--- src/rtl/prog_encoder_pkg.sv ---
// Shared instruction-set definitions for the program encoder and the decoder.
// Holds the mnemonic codes, the 6-bit opcode constants, the instruction field
// widths/positions and the encoder FSM state type.
// Word layout: {opcode[5:0], rd[4:0], rs[4:0], imm[7:0]} (24 bits).
package prog_encoder_pkg;

  localparam int unsigned MnemW  = 4;
  localparam int unsigned OpW    = 6;
  localparam int unsigned RegW   = 5;
  localparam int unsigned ImmW   = 8;
  localparam int unsigned InstrW = OpW + 2 * RegW + ImmW;

  localparam int unsigned ImmLsb = 0;
  localparam int unsigned RsLsb  = ImmLsb + ImmW;
  localparam int unsigned RdLsb  = RsLsb + RegW;
  localparam int unsigned OpLsb  = RdLsb + RegW;

  typedef enum logic [MnemW-1:0] {
    MnAdd  = 4'h0,
    MnSub  = 4'h1,
    MnAddi = 4'h2,
    MnSubi = 4'h3,
    MnBeq  = 4'h4,
    MnBnq  = 4'h5,
    MnJmp  = 4'h6,
    MnMult = 4'h7,
    MnStin = 4'h8,
    MnLout = 4'h9
  } mnem_e;

  localparam logic [OpW-1:0] OpAdd  = 6'h01;
  localparam logic [OpW-1:0] OpSub  = 6'h02;
  localparam logic [OpW-1:0] OpAddi = 6'h03;
  localparam logic [OpW-1:0] OpSubi = 6'h04;
  localparam logic [OpW-1:0] OpBeq  = 6'h05;
  localparam logic [OpW-1:0] OpBnq  = 6'h06;
  localparam logic [OpW-1:0] OpJmp  = 6'h07;
  localparam logic [OpW-1:0] OpMult = 6'h08;
  localparam logic [OpW-1:0] OpStin = 6'h09;
  localparam logic [OpW-1:0] OpLout = 6'h0A;

  typedef enum logic [1:0] {
    StIdle,
    StLoad,
    StDone,
    StError
  } enc_state_e;

  // Undefined mnemonic codes map to opcode 0, which no instruction uses.
  function automatic logic [OpW-1:0] opcode_of(input logic [MnemW-1:0] mnem);
    logic [OpW-1:0] op;
    op = '0;
    case (mnem)
      MnAdd:   op = OpAdd;
      MnSub:   op = OpSub;
      MnAddi:  op = OpAddi;
      MnSubi:  op = OpSubi;
      MnBeq:   op = OpBeq;
      MnBnq:   op = OpBnq;
      MnJmp:   op = OpJmp;
      MnMult:  op = OpMult;
      MnStin:  op = OpStin;
      MnLout:  op = OpLout;
      default: op = '0;
    endcase
    return op;
  endfunction

endpackage

--- src/rtl/instr_pack.sv ---
// Combinational mnemonic-to-word packer.
// Ports:
//   mnem_i  - mnemonic code
//   rd_i    - destination register index
//   rs_i    - source register index
//   imm_i   - immediate / PC-relative offset
//   word_o  - encoded 24-bit instruction word, unused fields forced to zero
//   legal_o - 1 when mnem_i is a defined mnemonic
module instr_pack
  import prog_encoder_pkg::*;
(
  input  logic [MnemW-1:0]  mnem_i,
  input  logic [RegW-1:0]   rd_i,
  input  logic [RegW-1:0]   rs_i,
  input  logic [ImmW-1:0]   imm_i,
  output logic [InstrW-1:0] word_o,
  output logic              legal_o
);

  logic [RegW-1:0] rd_f;
  logic [RegW-1:0] rs_f;
  logic [ImmW-1:0] imm_f;

  always_comb begin
    legal_o = 1'b1;
    rd_f    = rd_i;
    rs_f    = rs_i;
    imm_f   = imm_i;
    case (mnem_i)
      MnAdd, MnSub, MnMult:        imm_f = '0;
      MnAddi, MnSubi, MnStin:      rs_f  = '0;
      MnBeq, MnBnq, MnJmp, MnLout: rd_f  = '0;
      default:                     legal_o = 1'b0;
    endcase
  end

  assign word_o = {opcode_of(mnem_i), rd_f, rs_f, imm_f};

endmodule

--- src/rtl/prog_encoder.sv ---
// Program encoder: accepts instruction-field beats over a valid/ready
// handshake, packs each into a 24-bit word and writes it to program memory
// one cycle later at consecutive addresses starting from 0.
// Ports:
//   clk, n_reset            - clock, synchronous active-low reset
//   start                   - begin a new load at address 0 (ignored mid-load)
//   in_valid/in_ready       - beat handshake
//   in_last                 - final instruction of the program
//   in_mnem/in_rd/in_rs/in_imm - instruction fields
//   pm_we/pm_addr/pm_wdata  - registered program-memory write port
//   done/full/err           - completion, memory exhausted, illegal mnemonic
//   instr_count             - words written since start
// Build option: PROG_ENCODER_CHECK_EN turns an undefined mnemonic into an
// error (ERROR state, err=1); otherwise such beats are silently dropped.
module prog_encoder
  import prog_encoder_pkg::*;
#(
  parameter int unsigned PROG_DEPTH = 64,
  parameter int unsigned AW         = $clog2(PROG_DEPTH)
) (
  input  logic              clk,
  input  logic              n_reset,
  input  logic              start,
  input  logic              in_valid,
  output logic              in_ready,
  input  logic              in_last,
  input  logic [MnemW-1:0]  in_mnem,
  input  logic [RegW-1:0]   in_rd,
  input  logic [RegW-1:0]   in_rs,
  input  logic [ImmW-1:0]   in_imm,
  output logic              pm_we,
  output logic [AW-1:0]     pm_addr,
  output logic [InstrW-1:0] pm_wdata,
  output logic              done,
  output logic              full,
  output logic              err,
  output logic [AW:0]       instr_count
);

  localparam logic [AW-1:0] LastAddr = AW'(PROG_DEPTH - 1);
  localparam logic [AW:0]   CountOne = {{AW{1'b0}}, 1'b1};

  enc_state_e        state_q, state_d;
  logic [AW:0]       count_q, count_d;
  logic [AW-1:0]     addr_q, addr_d;
  logic [InstrW-1:0] wdata_q, wdata_d;
  logic              we_q, we_d;
  logic              done_q, done_d;
  logic              full_q, full_d;
  logic              err_q, err_d;

  logic [InstrW-1:0] packed_word;
  logic              legal;
  logic              hs;
  logic              at_last_addr;

  instr_pack u_instr_pack (
    .mnem_i  (in_mnem),
    .rd_i    (in_rd),
    .rs_i    (in_rs),
    .imm_i   (in_imm),
    .word_o  (packed_word),
    .legal_o (legal)
  );

  assign in_ready     = (state_q == StLoad) && !full_q;
  assign hs           = in_valid && in_ready;
  // count_q is also the address the next accepted word will land on.
  assign at_last_addr = (count_q[AW-1:0] == LastAddr);

  always_comb begin
    state_d = state_q;
    count_d = count_q;
    addr_d  = addr_q;
    wdata_d = wdata_q;
    we_d    = 1'b0;
    done_d  = done_q;
    full_d  = full_q;
    err_d   = err_q;
    case (state_q)
      StIdle, StDone, StError: begin
        if (start) begin
          state_d = StLoad;
          count_d = '0;
          addr_d  = '0;
          done_d  = 1'b0;
          full_d  = 1'b0;
          err_d   = 1'b0;
        end
      end
      StLoad: begin
        if (hs && legal) begin
          we_d    = 1'b1;
          addr_d  = count_q[AW-1:0];
          wdata_d = packed_word;
          count_d = count_q + CountOne;
          // Last address ends the load whether or not in_last is set.
          if (in_last || at_last_addr) begin
            state_d = StDone;
            done_d  = 1'b1;
          end
          if (at_last_addr) begin
            full_d = 1'b1;
          end
        end
`ifdef PROG_ENCODER_CHECK_EN
        if (hs && !legal) begin
          err_d   = 1'b1;
          state_d = StError;
        end
`endif
      end
      default: state_d = StIdle;
    endcase
  end

  always_ff @(posedge clk) begin
    if (!n_reset) begin
      state_q <= StIdle;
      count_q <= '0;
      addr_q  <= '0;
      wdata_q <= '0;
      we_q    <= 1'b0;
      done_q  <= 1'b0;
      full_q  <= 1'b0;
      err_q   <= 1'b0;
    end else begin
      state_q <= state_d;
      count_q <= count_d;
      addr_q  <= addr_d;
      wdata_q <= wdata_d;
      we_q    <= we_d;
      done_q  <= done_d;
      full_q  <= full_d;
      err_q   <= err_d;
    end
  end

  assign pm_we       = we_q;
  assign pm_addr     = addr_q;
  assign pm_wdata    = wdata_q;
  assign done        = done_q;
  assign full        = full_q;
  assign err         = err_q;
  assign instr_count = count_q;

endmodule

--- config.mk ---
export PLATFORM = sky130hd
export DESIGN_NAME = prog_encoder
export DESIGN_NICKNAME = d
export VERILOG_FILES = /design/src/rtl/prog_encoder_pkg.sv /design/src/rtl/instr_pack.sv /design/src/rtl/prog_encoder.sv
export SDC_FILE = /design/constraint.sdc
export NUM_CORES = 1
export LEC_CHECK = 0
export BUFFER_PORTS_ARGS = -buffer_cell sky130_fd_sc_hd__buf_4
export CORE_UTILIZATION = 41
export CTS_BUF_LIST = sky130_fd_sc_hd__clkbuf_4 sky130_fd_sc_hd__clkbuf_8
export DETAILED_ROUTE_END_ITERATION = 7
export HOLD_SLACK_MARGIN = 0.15
export PLACE_DENSITY = 0.67
export RECOVER_POWER = 25
export SLEW_MARGIN = 20
export SYNTH_ARGS = -nofsm -noshare
export SYNTH_HDL_FRONTEND = slang
export SYNTH_HIERARCHICAL = 1
export SYNTH_SLANG_ARGS = --single-unit
--- constraint.sdc ---
create_clock -name clk -period 2.7 [get_ports clk]
set_input_delay 0.135 -clock clk [delete_from_list [all_inputs] [get_ports clk]]
set_output_delay 0.135 -clock clk [all_outputs]
set_load 0.02 [all_outputs]
==> results.md <==
- Share of cells above drive strength 1: 0.240
- Sequential-to-total area share from yosys stat: 0.387
- Post-DP HPWL: 3.71 mm
- Final setup skew: 0.00691 ns
- Final setup viols: 0
- Initial Util: 0.437
- FFs w/ async S/R, synth: 0
- Worst min-delay path category: primary input to flop
- #FFs+latches synth: 41
- Critical Path Start Type: flop
- Post-cts sizing count: 0
- # Max-Cap Violations: 0
- CTS tree: done
- Critical path endpoint category: output pin
- Vias: 2028
- Final Hold Vio Count: 0
- Final nets: 352
- Clk slew on worst S/H paths: 0.07 ns
- Post-synth design cell area: 2120 um2
- Num rows: 25
- Port bufs: 67
- Ranking of synthesized cells by area: dfxtp_1 (39%), nand3_1 (8.5%), a21oi_1 (8.0%)
- Lkg Pwr: 1.06 nW
- Clk_lat worst skew: 0.29 ns
- Die footprint: 5460 um2
- Maximum VDD drop: 0.258 mV
- DR pass1 iterations: 4
- Worst hold path startpoint: in_last
- I/O Pins: 69
- Synth Area in Compound Gates: 0.228
- Crit-path max FO: 18
- Avg WL per Cell: 13.9 um
- Die extent in x: 73.9 um
- Cell taking the most area after synthesis: dfxtp_1
- # H-tree levels: 2
- TritonCTS Buffers: 5
- RR Endpoint: instr_count[3]
- Largest net degree at the start of global routing: 27
- Drt total wl: 5.34 mm
- Post-DRT Antenna Nets: 0
- Mean Syn Cell Area: 8.32 um2
- Crit path kind: flop to output pin
- Synth Flop Type: dfxtp_1
- Status: finished, final reports clean
- Min-Delay Path Depth: 3
- Unrepaired setup endpoints after global routing: false
- Vias per std cell: 5.28
- YS warnings: 6
- Worst reg2reg startpoint: state_q[0]
- Reg2Reg Depth: 4
- GRT Util Overall: 0.200
- Initial antenna violation count: 0
- Simple-Gate Fraction of Synth Area: 0.250
- Synth unique cells: 46
- CP arrival: 2.03 ns
- Total gr overflow: 0
- Share of the synthesized area in the top cell type: 0.387
- Slew Viols, Final: 0
- Post-CTS Setup Bufs: 0
- Pwr/cell area: 494 nW/um2
- Hold WS: 0.184 ns
- Hold endpoint: state_q[0]
- ANT cells: 0
- Setup_tns: 0 ns
- Worst Tran Pin Value: 0.591 ns
- Hold_buf cts: 1
- Period minus WS final: 2.17 ns
- Synth Area in XOR/XNOR: 0
- Routability-driven placement congestion ratio: 0.805
- Post-synthesis mux area share: 0.0159
- DRT iter0 DRCs: 181
- Largest family of logic cells by synthesized area: simple AND/OR/NAND/NOR gates
- Core area: 4850 um2
- Root buffer cell: clkbuf_8
- Post-synth EDFFs: 0
- Cells after Synth: 255
- Final Cycle Share: 0.803
- Clk sink count: 41
- R2R Setup Slk: 0.78 ns
- Die H: 73.9 um
- Post-Synth Adder-Cell Area: 0.0472
- Clock Path Buffers: 2
- Area delta synth->final: 27.3%
- First-pass GRT wire length: 8.53 mm
- DRC violations left: 0
- Number of global-route vias before repair: 1808
- Peak Freq: 461 MHz
- Relative max-transition margin: 0.603
- Critical path required time: 2.57 ns
worst max-delay path: stages, from the launching register on:
cell     delay (ns)
dfxtp_1        0.36
or3b_1         0.61
inv_2          0.38
buf_4          0.25
buf_4          0.16
cell families (layout without fill, tap and decap cells):
group / count (synthesis) / in the layout
adders and majority gates: 8 / 8
DFF: 41 / 41
AOI/OAI and AO/OA: 81 / 81
and+or+nand+nor: 90 / 90
muxes: 3 / 3
other: 2 / 3
buffers and inverters: 30 / 91
worst max-delay path by stage:
stage                     from              to
detailed placement  in_mnem[0]  instr_count[6]
CTS                 state_q[0]        in_ready
floorplan           in_mnem[1]  instr_count[1]
finish              state_q[0]        in_ready
global placement    in_mnem[1]  instr_count[5]
global route        state_q[0]        in_ready
placed cells by master, fill, tap and decap left out, types with 2 or more instances in the layout:
cell and instances:
a21oi_1 34, and2_2 5, ha_1 8, o21ai_0 27, clkinv_1 2, dfxtp_1 41, clkbuf_8 5, nand3_1 36
nand2_1 10, inv_1 4, or3b_1 2, conb_1 3, o221ai_1 8, mux2_1 2, o22ai_1 2, buf_4 56
nor3_1 4, clkbuf_1 20, nor2_1 4, nor2b_1 17
area by class of cell:
cell class / instances / area (um2)
clock buffer: 5 / 68.8
clock inverter: 2 / 35.0
fill: 503 / 2150
inverter: 7 / 26.3
multi-input combinational: 185 / 1160
sequential: 41 / 821
tap: 67 / 83.8
timing repair buffer: 77 / 505
sequential cells by signal (all words and copies together) (netlist names):
name and flops:
full 1, pm_we 1, state_q 2, pm_addr 6
instr_count 7, pm_wdata 24
Yosys cell counts, drive strengths merged, types with 2 or more instances:
cell    count
dfxtp      41
nand3      36
a21oi      34
o21ai      27
nor2b      18
clkbuf     14
nand2      10
buf         9
ha          8
o221ai      8
and2        6
inv         5
nor3        5
nor2        4
mux2        3
clkinv      2
conb        2
nor4        2
o22ai       2
or3b        2
metal layers:
| layer | track usage | share of wire |
|---|---|---|
| met3 | 0.0480 | 0.048 |
| met5 | 0 | 0 |
| met4 | 0.0662 | 0.018 |
| met1 | 0.279 | 0.47 |
| met2 | 0.301 | 0.46 |
per-stage QoR:
stage | total power [mW] | instance area (um2) | util | setup WS (ns) | std cells
floorplan | 0.794 | 2120 | - | 0.549 | 256
global placement | 0.877 | 2660 | 0.549 | 0.399 | 376
detailed placement | 0.879 | 2660 | 0.549 | 0.333 | 376
CTS | 1.35 | 2780 | 0.572 | 0.543 | 384
global route | 1.40 | 2700 | 0.557 | 0.414 | 384
finish | 1.33 | 2700 | 0.557 | 0.532 | 384
where the power goes:
group	internal [mW]	total, mW	switching, mW
logic	0.0905	0.236	0.146
registers	0.617	0.625	0.00782
clock network	0.269	0.472	0.204
No activity file was read; power rests on OpenSTA's default activity.
